`src/rtl/uart_pkg.sv`:
```
// Shared UART definitions: receiver state encoding and bit-timing helpers
// used by both the transmitter and the receiver.
package uart_pkg;

  typedef enum logic [2:0] {
    STT_IDLE,
    STT_START,
    STT_DATA,
    STT_STOP,
    STT_BREAK
  } rx_state_t;

  // Clocks per bit (integer divide)
  function automatic int unsigned pulse_width(input int unsigned clk_freq,
                                              input int unsigned baud_rate);
    return clk_freq / baud_rate;
  endfunction

  function automatic int unsigned half_pulse_width(input int unsigned clk_freq,
                                                   input int unsigned baud_rate);
    return pulse_width(clk_freq, baud_rate) / 2;
  endfunction

endpackage

```
`src/rtl/sync_2ff.sv`:
```
// Generic two-flop synchroniser with a configurable reset value.
module sync_2ff #(
  parameter int unsigned           WIDTH   = 1,
  parameter logic [WIDTH-1:0]      RST_VAL = '1
) (
  input  logic             clk,
  input  logic             rstn,
  input  logic [WIDTH-1:0] d,
  output logic [WIDTH-1:0] q
);

  logic [WIDTH-1:0] meta;

  always_ff @(posedge clk) begin
    if (!rstn) begin
      meta <= RST_VAL;
      q    <= RST_VAL;
    end else begin
      meta <= d;
      q    <= meta;
    end
  end

endmodule

```
`src/rtl/uart_rx.sv`:
```
// 8N1-style UART receiver: mid-bit sampling, LSB first, stop-bit check,
// word presented on a valid/ready handshake with frame-error and overrun pulses.
module uart_rx
  import uart_pkg::*;
#(
  parameter int unsigned DATA_WIDTH = 8,
  parameter int unsigned BAUD_RATE  = 115200,
  parameter int unsigned CLK_FREQ   = 100_000_000
) (
  input  logic                  clk,
  input  logic                  rstn,
  input  logic                  rx_sig,
  output logic [DATA_WIDTH-1:0] data,
  output logic                  valid,
  input  logic                  ready,
  output logic                  frame_err,
  output logic                  overrun
);

  localparam int unsigned PULSE_WIDTH      = pulse_width(CLK_FREQ, BAUD_RATE);
  localparam int unsigned HALF_PULSE_WIDTH = half_pulse_width(CLK_FREQ, BAUD_RATE);
  localparam int unsigned CNT_W            = $clog2(PULSE_WIDTH) + 1;
  localparam int unsigned BIT_W            = (DATA_WIDTH > 1) ? $clog2(DATA_WIDTH) : 1;

  logic rx_s;

  rx_state_t             state_q, state_d;
  logic [CNT_W-1:0]      clk_cnt_q, clk_cnt_d;
  logic [BIT_W-1:0]      bit_cnt_q, bit_cnt_d;
  logic [DATA_WIDTH-1:0] shreg_q, shreg_d;
  logic [DATA_WIDTH-1:0] data_d;
  logic                  valid_d, frame_err_d, overrun_d;

  // Reset to idle-high so reset never looks like a start bit
  sync_2ff #(
    .WIDTH  (1),
    .RST_VAL(1'b1)
  ) u_sync (
    .clk (clk),
    .rstn(rstn),
    .d   (rx_sig),
    .q   (rx_s)
  );

  always_ff @(posedge clk) begin
    if (!rstn) begin
      state_q   <= STT_IDLE;
      clk_cnt_q <= '0;
      bit_cnt_q <= '0;
      shreg_q   <= '0;
      data      <= '0;
      valid     <= 1'b0;
      frame_err <= 1'b0;
      overrun   <= 1'b0;
    end else begin
      state_q   <= state_d;
      clk_cnt_q <= clk_cnt_d;
      bit_cnt_q <= bit_cnt_d;
      shreg_q   <= shreg_d;
      data      <= data_d;
      valid     <= valid_d;
      frame_err <= frame_err_d;
      overrun   <= overrun_d;
    end
  end

  always_comb begin
    state_d     = state_q;
    clk_cnt_d   = clk_cnt_q;
    bit_cnt_d   = bit_cnt_q;
    shreg_d     = shreg_q;
    data_d      = data;
    valid_d     = valid;
    frame_err_d = 1'b0;
    overrun_d   = 1'b0;

    // Consumer handshake; a same-edge delivery below overrides this
    if (valid && ready) begin
      valid_d = 1'b0;
    end

    case (state_q)
      STT_IDLE: begin
        if (!rx_s) begin
          state_d   = STT_START;
          clk_cnt_d = CNT_W'(HALF_PULSE_WIDTH - 1);
        end
      end

      STT_START: begin
        if (clk_cnt_q == '0) begin
          if (!rx_s) begin
            state_d   = STT_DATA;
            clk_cnt_d = CNT_W'(PULSE_WIDTH - 1);
            bit_cnt_d = '0;
          end else begin
            state_d = STT_IDLE;
          end
        end else begin
          clk_cnt_d = clk_cnt_q - CNT_W'(1);
        end
      end

      STT_DATA: begin
        if (clk_cnt_q == '0) begin
          shreg_d[bit_cnt_q] = rx_s;
          clk_cnt_d          = CNT_W'(PULSE_WIDTH - 1);
          if (bit_cnt_q == BIT_W'(DATA_WIDTH - 1)) begin
            state_d = STT_STOP;
          end else begin
            bit_cnt_d = bit_cnt_q + BIT_W'(1);
          end
        end else begin
          clk_cnt_d = clk_cnt_q - CNT_W'(1);
        end
      end

      STT_STOP: begin
        if (clk_cnt_q == '0) begin
          if (rx_s) begin
            state_d = STT_IDLE;
            if (!valid || ready) begin
              data_d  = shreg_q;
              valid_d = 1'b1;
            end else begin
              overrun_d = 1'b1;
            end
          end else begin
            frame_err_d = 1'b1;
            state_d     = STT_BREAK;
          end
        end else begin
          clk_cnt_d = clk_cnt_q - CNT_W'(1);
        end
      end

      STT_BREAK: begin
        if (rx_s) begin
          state_d = STT_IDLE;
        end
      end

      default: state_d = STT_IDLE;
    endcase
  end

endmodule

```
`config.mk`:
```
export PLATFORM = sky130hd
export DESIGN_NAME = uart_rx
export DESIGN_NICKNAME = d
export VERILOG_FILES = /design/src/rtl/uart_pkg.sv /design/src/rtl/sync_2ff.sv /design/src/rtl/uart_rx.sv
export SDC_FILE = /design/constraint.sdc
export NUM_CORES = 1
export LEC_CHECK = 0
export CAP_MARGIN = 0
export CORE_MARGIN = 5
export CORE_UTILIZATION = 50
export DETAILED_ROUTE_END_ITERATION = 8
export GPL_ROUTABILITY_DRIVEN = 1
export PLACE_DENSITY = 0.7
export SKIP_CTS_REPAIR_TIMING = 1
export SLEW_MARGIN = 15
export SYNTH_ARGS = -nofsm -noshare
export SYNTH_HDL_FRONTEND = slang
export SYNTH_SLANG_ARGS = --single-unit
```
`constraint.sdc`:
```
create_clock -name clk -period 2.7 [get_ports clk]
set_input_delay 0.405 -clock clk [delete_from_list [all_inputs] [get_ports clk]]
set_output_delay 0.405 -clock clk [all_outputs]
set_load 0.005 [all_outputs]
```
==> results.json, run 1 <==
{
  "synthArstFlopShare": 0,
  "hold_path.class": "flop to flop",
  "holdWs_ns": 0.4087,
  "placed_area_mm2": 0.002054,
  "die_width_um": 70.74,
  "hold_violations": 0,
  "crit_path_top_delay_cell": "or4b_2",
  "drtPass1Iterations": 4,
  "fmax_mhz": 409.6,
  "synthAdderAreaFrac": 0.02714,
  "critical-path-top-delay-family": "compound AO/OA/AOI/OAI gates",
  "path_class": "flop to flop",
  "start_util": 0.5115,
  "synth_compound_area_frac": 0.1906,
  "drive_above_1_share": 0.1048,
  "period_needed_ns": 2.441,
  "rows": 22,
  "crit_path_start_kind": "flop",
  "drv_cap": 0,
  "grt_usage": 0.1852,
  "cts-root-buf": "clkbuf_8",
  "endpoint_kind": "flop",
  "p_per_area_mw_per_mm2": 619.4,
  "place_congestion": 0.8692,
  "drt-total-wl_mm": 4.336,
  "vias": 1640,
  "portBuffers": 14,
  "wl_per_cell_um": 15.65,
  "antenna_found_initial": 0,
  "clock_path_buffers": 2,
  "crit_chain": "inv_1, ha_1, or4b_2, o31ai_2, a21o_1, a21oi_1, o221a_2",
  "crit_arrival_ns": 2.63,
  "design.die.area_mm2": 0.005003,
  "drtIter0Drc": 142,
  "crit_buf_inv": 1,
  "tns_ns": 0,
  "worst-path-max-fanout": 7,
  "route.detailed.drc": 0,
  "muxShareOfSynthArea": 0.05970,
  "cts_buffers": 5,
  "ys_warn_count": 0,
  "reg2reg_from": "clk_cnt_q[0]",
  "core_area_mm2": 0.003606,
  "p_leak_nw": 0.7519,
  "ys.flop_type": "dfxtp_1",
  "max-vdd-ir-drop_mv": 0.3400,
  "grt-ovfl-total": 0,
  "power_w": 0.001343,
  "tritoncts": "yes",
  "min_period_over_period": 0.9042,
  "cts_max_level": 2,
  "tightestPinTransition_ns": 0.7305,
  "syn_inst": 210,
  "finalNetCount": 236,
  "slew_viol_final": 0,
  "viasPerCell": 5.921,
  "ys_seq_elements": 38,
  "grt_setup_unrepaired": "false",
  "layout_setup_ws_ns": 0.2587,
  "r2r_cells": 7,
  "netlist_area_mm2": 0.001844,
  "grt_max_degree": 27,
  "area_growth_syn_to_layout_pct": 17.57,
  "clk_pin_slew_worst_paths_ns": 0.08,
  "r2r_setup_slack_ns": 0.26,
  "die_h_um": 70.74,
  "r2r-end": "clk_cnt_q[5]",
  "clock_latency_ns": 0.29,
  "synth.yosys.seq_area_share": 0.4125,
  "synth_edf_count": 0,
  "dp_slack_ns": 0.3008,
  "cts_sinks": 38,
  "max_slew_margin": 0.5085,
  "crit_path_max_incr_delay_ns": 0.67,
  "status": "complete, no violations",
  "hpwl_mm": 3.073,
  "setup_viol": 0,
  "synth_xor_area_frac": 0.009498,
  "stdcell_area_mm2": 0.002168,
  "hp-start": "u_sync.meta",
  "antenna_left": 0,
  "synthSimpleGateAreaFrac": 0.2653,
  "hold_path_depth": 1,
  "synth.distinct_cells": 48,
  "diodes": 0,
  "synth_top_family_by_area": "simple AND/OR/NAND/NOR gates",
  "synth_nets": 218,
  "hold-path-endpoint": "u_sync.q",
  "grt_pass1_vias": 1599,
  "fin_skew_ns": 0.006221,
  "syn_area_per_cell_um2": 8.782,
  "worstPathRequired_ns": 2.89,
  "grt_pass1_wl_mm": 7.486,
  "io_pins": 15
}
==> synth_stat cells, drive strengths merged (2+ instances only) <==
master,n,area [um^2]
a211o,2,17.52
a211oi,2,15.01
a21oi,17,85.08
a22oi,3,22.52
a311oi,2,17.52
a31oi,3,18.77
and3,2,12.51
buf,3,16.26
clkbuf,7,26.28
clkinv,2,7.510
dfxtp,38,760.7
ha,4,50.05
inv,4,15.01
mux2i,11,110.1
nand2,9,33.78
nand2b,6,37.54
nand3,2,15.01
nand3b,2,15.01
nand4,2,12.51
nor2,29,108.9
nor2b,2,12.51
nor3,10,50.05
nor4,4,46.29
o211ai,2,15.01
o21ai,9,45.04
o31ai,3,27.52
o41ai,3,26.28
or2,2,12.51
or3,9,56.30
or4,3,22.52
xnor2,2,17.52
==> where the power goes <==
group,internal [W],switching (W),leakage (nW)
sequential,0.000576,0.0000260,0.308
combinational,0.0000980,0.000150,0.394
clock,0.000275,0.000218,0.0504
total,0.000949,0.000394,0.752
==> cell families after synthesis <==
logic type	count (synthesis)
multiplexers	11
flip-flops	38
buffers and inverters	16
XOR/XNOR	2
adder cells (fa/ha/maj)	4
AND/OR/NAND/NOR	86
AO/OA/AOI/OAI	53
==> registers in the layout, indices dropped and copies added, names as in the netlist <==
signal / count
shreg_q: 8
clk_cnt_q: 11
valid: 1
overrun: 1
bit_cnt_q: 3
u_sync.meta: 1
data: 8
u_sync.q: 1
state_q: 3
frame_err: 1
==> cells in the final DEF, fill, tap and decap left out, types with 5 or more instances in the layout <==
cell type / synthesis / layout
or3_1: 9 / 9
a21oi_1: 17 / 17
nand2_1: 9 / 9
clkbuf_8: 0 / 5
nand2b_1: 6 / 6
mux2i_1: 11 / 11
nor2_1: 29 / 29
clkdlybuf4s50_1: 0 / 14
dfxtp_1: 38 / 38
nor3_1: 10 / 10
o21ai_0: 9 / 9
buf_4: 1 / 7
==> routing by layer <==
metal  vias to the layer above  track usage  wire, um
met2                        55       0.2812      1953
met1                       768       0.2531      2064
li1                        808            -         -
met4                         0      0.07724        59
met3                         9      0.04261       259
met5                         -            0         0
==> layout make-up <==
class                   count  area [um^2]
multi-input cells         156         1018
repair buffers             21        192.7
well taps                  48        60.06
inverters                   6        22.52
flip-flops and latches     38        760.7
clock buffers               5        68.82
fillers                   333         1438
clock inverters             3        45.04
==> how the worst max path moves through the flow <==
stage	to	depth (start not counted)	startpoint
2_1_floorplan	clk_cnt_q[5]	8	clk_cnt_q[0]
3_3_place_gp	clk_cnt_q[5]	7	clk_cnt_q[0]
3_5_place_dp	clk_cnt_q[5]	7	clk_cnt_q[0]
4_1_cts	clk_cnt_q[5]	7	clk_cnt_q[0]
5_1_grt	clk_cnt_q[5]	7	clk_cnt_q[0]
6_report	clk_cnt_q[5]	7	clk_cnt_q[0]
==> through the flow <==
| stage | instances | utilization |
|---|---|---|
| detailed placement | 269 | 0.5697 |
| finish | 277 | 0.6013 |
| floorplan | 210 | - |
| global placement | 269 | 0.5697 |
| CTS | 277 | 0.6013 |
| global route | 277 | 0.6013 |
No activity file was read; power rests on OpenSTA's default activity.
==> run 2: changes to the inputs <==
CAP_MARGIN = 20   (was 0)
CORE_MARGIN = unset   (was 5)
RECOVER_POWER = 100   (was unset)
==> run 2 against run 1 <==
  * Count of clock-buffer cells in the layout unchanged
  * Largest cell class unchanged
  * Critical endpoint is now clk_cnt_q[10]
  * Non-clock buffer count is 2 higher
  * Combinational power fell by 7%
  * Power is 5.0% higher
==> results.json, run 2 (synthesized netlist as in run 1, its figures left out) <==
{
  "route.detailed.drc": 0,
  "start_util": 0.5358,
  "mostFrequentLayoutCells": "38 x dfxtp_1, 29 x nor2_1, 17 x a21oi_1",
  "crit_buf_inv": 2,
  "antenna_left": 0,
  "top_regs": "clk_cnt_q: 11 flops, data: 8 flops, shreg_q: 8 flops",
  "grt_max_degree": 23,
  "setup_viol": 0,
  "crit_path_max_incr_delay_ns": 0.67,
  "viasPerCell": 6.000,
  "path_class": "flop to flop",
  "design.die.area_mm2": 0.003936,
  "die_h_um": 62.74,
  "drv_cap": 0,
  "clock_latency_ns": 0.29,
  "min_period_over_period": 0.9269,
  "cts-root-buf": "clkbuf_8",
  "tns_ns": 0,
  "tightestPinTransition_ns": 0.6022,
  "max_slew_margin": 0.5929,
  "portBuffers": 14,
  "tritoncts": "yes",
  "slew_viol_final": 0,
  "fin_skew_ns": 0.002413,
  "regMostFlops": "clk_cnt_q",
  "clock_path_buffers": 2,
  "grt-ovfl-total": 0,
  "hold_path.class": "flop to flop",
  "grt_pass1_wl_mm": 7.113,
  "drt-total-wl_mm": 4.175,
  "final_common_cell": "dfxtp_1",
  "place_congestion": 0.9727,
  "drive_above_1_share": 0.09091,
  "p_leak_nw": 0.7981,
  "rows": 21,
  "placed_area_mm2": 0.002067,
  "diodes": 0,
  "core_area_mm2": 0.003442,
  "grt_usage": 0.2270,
  "stdcell_area_mm2": 0.002165,
  "grt_pass1_vias": 1488,
  "io_pins": 15,
  "vias": 1662,
  "wl_per_cell_um": 15.07,
  "die_width_um": 62.74,
  "crit_arrival_ns": 2.72,
  "cts_buffers": 5,
  "finalNetCount": 238,
  "drtIter0Drc": 144,
  "multi_input_area_um2": 988.4,
  "largest_reg_flops": 11,
  "clk_pin_slew_worst_paths_ns": 0.08,
  "crit_path_start_kind": "flop",
  "regArea_um2": 760.7,
  "fmax_mhz": 399.6,
  "drtPass1Iterations": 4,
  "crit_path_top_delay_cell": "or4b_2",
  "grt_setup_unrepaired": "false",
  "cts_sinks": 38,
  "antenna_found_initial": 0,
  "p_per_area_mw_per_mm2": 651.4,
  "worstPathRequired_ns": 2.92,
  "worst-path-max-fanout": 6,
  "crit_chain": "inv_1, ha_1, or4b_2, o31ai_2, a21o_1, clkbuf_1, nor2_1, nor3_1",
  "fillers": 283,
  "cts_max_level": 2,
  "hold_violations": 0,
  "status": "complete, no violations",
  "period_needed_ns": 2.503,
  "hpwl_mm": 2.943,
  "area_growth_syn_to_layout_pct": 17.37,
  "max-vdd-ir-drop_mv": 0.4337,
  "endpoint_kind": "flop",
  "critical-path-top-delay-family": "simple AND/OR/NAND/NOR gates"
}
==> run 2: cell type report <==
cell class                 count  area share
multi-input combinational    156      0.4566
sequential                    38      0.3514
timing repair buffer          23     0.09133
clock buffer                   5     0.03179
clock inverter                 3     0.03179
tap                           46     0.02659
inverter                       6     0.01040
==> run 2: per-layer routing <==
layer  wire length, um  GRT usage  vias up
met5                 0          0        -
met4                53    0.07849        0
met3               292    0.05839        6
met2              1893     0.3492       58
met1              1936     0.3067      781
li1                  -          -      817
==> run 2: power breakdown <==
| group | internal, W | switching (W) | total [W] |
|---|---|---|---|
| registers | 0.000576 | 0.0000232 | 0.000599 |
| logic | 0.0000881 | 0.000142 | 0.000230 |
| clock network | 0.000370 | 0.000210 | 0.000581 |
==> run 2: path summary, 6_finish.rpt <==
kind | from | endpoint | slack [ns] | cells past startpoint
setup / recovery | clk_cnt_q[0] | clk_cnt_q[10] | 0.20 | 8
hold / removal | u_sync.meta | u_sync.q | 0.42 | 1
setup reg to reg | clk_cnt_q[0] | clk_cnt_q[10] | 0.20 | 8
hold reg to reg | u_sync.meta | u_sync.q | 0.42 | 1
==> run 2: metrics by stage <==
step | util | setup slack (ns) | total power [W] | hold WS [ns] | instances
3_5_place_dp | 0.6005 | 0.3274 | 0.0008551 | 0.4015 | 269
4_1_cts | 0.6405 | 0.2973 | 0.001427 | 0.4201 | 277
2_1_floorplan | - | 0.4472 | 0.0007802 | 0.3863 | 210
5_1_grt | 0.6289 | 0.06292 | 0.001465 | 0.4326 | 277
3_3_place_gp | 0.6005 | 0.3916 | 0.0008557 | 0.3989 | 269
6_report | 0.6289 | 0.1973 | 0.001410 | 0.4152 | 277
==> run 2: worst reg2reg max path, stage by stage (launching register included) <==
cell and delay, ns:
dfxtp_1 0.35, inv_1 0.09, ha_1 0.16, or4b_2 0.67
o31ai_2 0.41, a21o_1 0.29, clkbuf_1 0.22, nor2_1 0.07
nor3_1 0.16
==> run 3: changes to the inputs <==
PLACE_DENSITY = 0.81   (was 0.7)
RECOVER_POWER = 50   (was 100)
SKIP_LAST_GASP = 1   (was unset)
==> run 3 against run 2 <==
  * Critical path depth fell by 1
  * Count of clock-buffer cells in the layout rose by 1
  * Utilization down 0.76 points
  * Worst hold slack worse by 0.0019 ns
  * Global-route usage down 1.2 points
  * Die area stayed put
  * Largest power group unchanged
  * Highest routed layer unchanged
==> results.json, run 3 (synthesized netlist as in run 1, its figures left out) <==
{
  "power_w": 0.001242,
  "fin_skew_ns": 0.003852,
  "antenna_found_initial": 0,
  "wl_per_cell_um": 14.04,
  "p_leak_nw": 0.7803,
  "hold_path_depth": 1,
  "cts_max_level": 2,
  "dp_slack_ns": 0.2382,
  "hold_violations": 0,
  "fillers": 308,
  "fmax_mhz": 402.9,
  "clk_pin_slew_worst_paths_ns": 0.07,
  "cts-root-buf": "clkbuf_8",
  "hold_path.class": "flop to flop",
  "grt-ovfl-total": 0,
  "largest_reg_flops": 11,
  "max-vdd-ir-drop_mv": 0.3390,
  "grt_pass1_vias": 1438,
  "hp-start": "u_sync.meta",
  "p_per_area_mw_per_mm2": 580.9,
  "setup_viol": 0,
  "regArea_um2": 760.7,
  "grt_setup_unrepaired": "false",
  "drtIter0Drc": 90,
  "vias": 1638,
  "r2r-end": "clk_cnt_q[5]",
  "place_congestion": 0.9355,
  "reg2reg_from": "clk_cnt_q[0]",
  "io_pins": 15,
  "grt_max_degree": 23,
  "drv_cap": 0,
  "finalNetCount": 238,
  "multi_input_area_mm2": 0.001003,
  "endpoint_kind": "flop",
  "min_period_over_period": 0.9192,
  "tightestPinTransition_ns": 0.5228,
  "tns_ns": 0,
  "antenna_left": 0,
  "viasPerCell": 5.913,
  "die_width_um": 62.74,
  "clock_path_buffers": 2,
  "clock_latency_ns": 0.29,
  "r2r_cells": 7,
  "worst-path-max-fanout": 10,
  "drt-total-wl_mm": 3.889,
  "cts_buffers": 5,
  "crit_path_start_kind": "flop",
  "crit_arrival_ns": 2.67,
  "hold-path-endpoint": "u_sync.q",
  "regMostFlops": "clk_cnt_q",
  "r2r_setup_slack_ns": 0.22,
  "tritoncts": "yes",
  "hpwl_mm": 2.631,
  "slew_viol_final": 0,
  "final_common_cell": "dfxtp_1",
  "layout_setup_ws_ns": 0.2182,
  "status": "complete, no violations",
  "route.detailed.drc": 0,
  "top_regs": "clk_cnt_q: 11 flops, data: 8 flops, shreg_q: 8 flops",
  "grt_pass1_wl_mm": 6.713,
  "diodes": 0,
  "worstPathRequired_ns": 2.89,
  "core_area_mm2": 0.003442,
  "path_class": "flop to flop",
  "period_needed_ns": 2.482,
  "mostFrequentLayoutCells": "38 x dfxtp_1, 29 x nor2_1, 17 x a21oi_1",
  "design.die.area_mm2": 0.003936,
  "rows": 21,
  "area_growth_syn_to_layout_pct": 15.94,
  "drtPass1Iterations": 4,
  "grt_usage": 0.2151,
  "drive_above_1_share": 0.09957,
  "max_slew_margin": 0.6466,
  "portBuffers": 14,
  "cts_sinks": 38,
  "die_h_um": 62.74,
  "start_util": 0.5358
}
[run 3: layout make-up]
type,count,area share
timing repair buffer,23,0.09304
tap,46,0.02692
clock buffer,6,0.03862
multi-input combinational,156,0.4693
sequential,38,0.3558
clock inverter,2,0.005851
inverter,6,0.01053
[run 3: worst max-delay path by stage]
stage                       from           end  slack, ns  depth (start not counted)
finish              clk_cnt_q[0]  clk_cnt_q[5]       0.22                          7
CTS                 clk_cnt_q[0]  clk_cnt_q[5]       0.22                          7
detailed placement  clk_cnt_q[0]  clk_cnt_q[5]       0.24                          7
global placement    clk_cnt_q[0]  clk_cnt_q[5]       0.31                          7
floorplan           clk_cnt_q[0]  clk_cnt_q[5]       0.45                          8
global route        clk_cnt_q[1]       data[7]       0.07                          9
[run 3: where the power goes]
part	leakage (nW)	internal (W)	switching (W)
combinational	0.425	0.0000944	0.000148
clock	0.0472	0.000205	0.000197
sequential	0.308	0.000576	0.0000218
total	0.780	0.000876	0.000366
[run 3: critical path: stages, from the launching register on]
cell,delay (ns)
dfxtp_1,0.35
inv_1,0.09
ha_1,0.15
or4b_2,0.67
o31ai_2,0.40
a21o_1,0.37
a21oi_1,0.07
o221a_2,0.28
[run 3: metal layers]
layer  up-vias  wire (um)  global-route usage
met5         -          0                   0
met4         0         65             0.09884
met3         6        194             0.05474
met2        49       1714              0.3152
met1       756       1914              0.2943
li1        827          -                   -
[run 3: through the flow]
stage	instances	utilization	hold WS [ns]	area, um^2
2_1_floorplan	210	-	0.3863	1844
3_3_place_gp	269	0.6005	0.3903	2067
3_5_place_dp	269	0.6005	0.4007	2067
4_1_cts	277	0.6281	0.4206	2162
5_1_grt	277	0.6212	0.4320	2138
6_report	277	0.6212	0.4133	2138
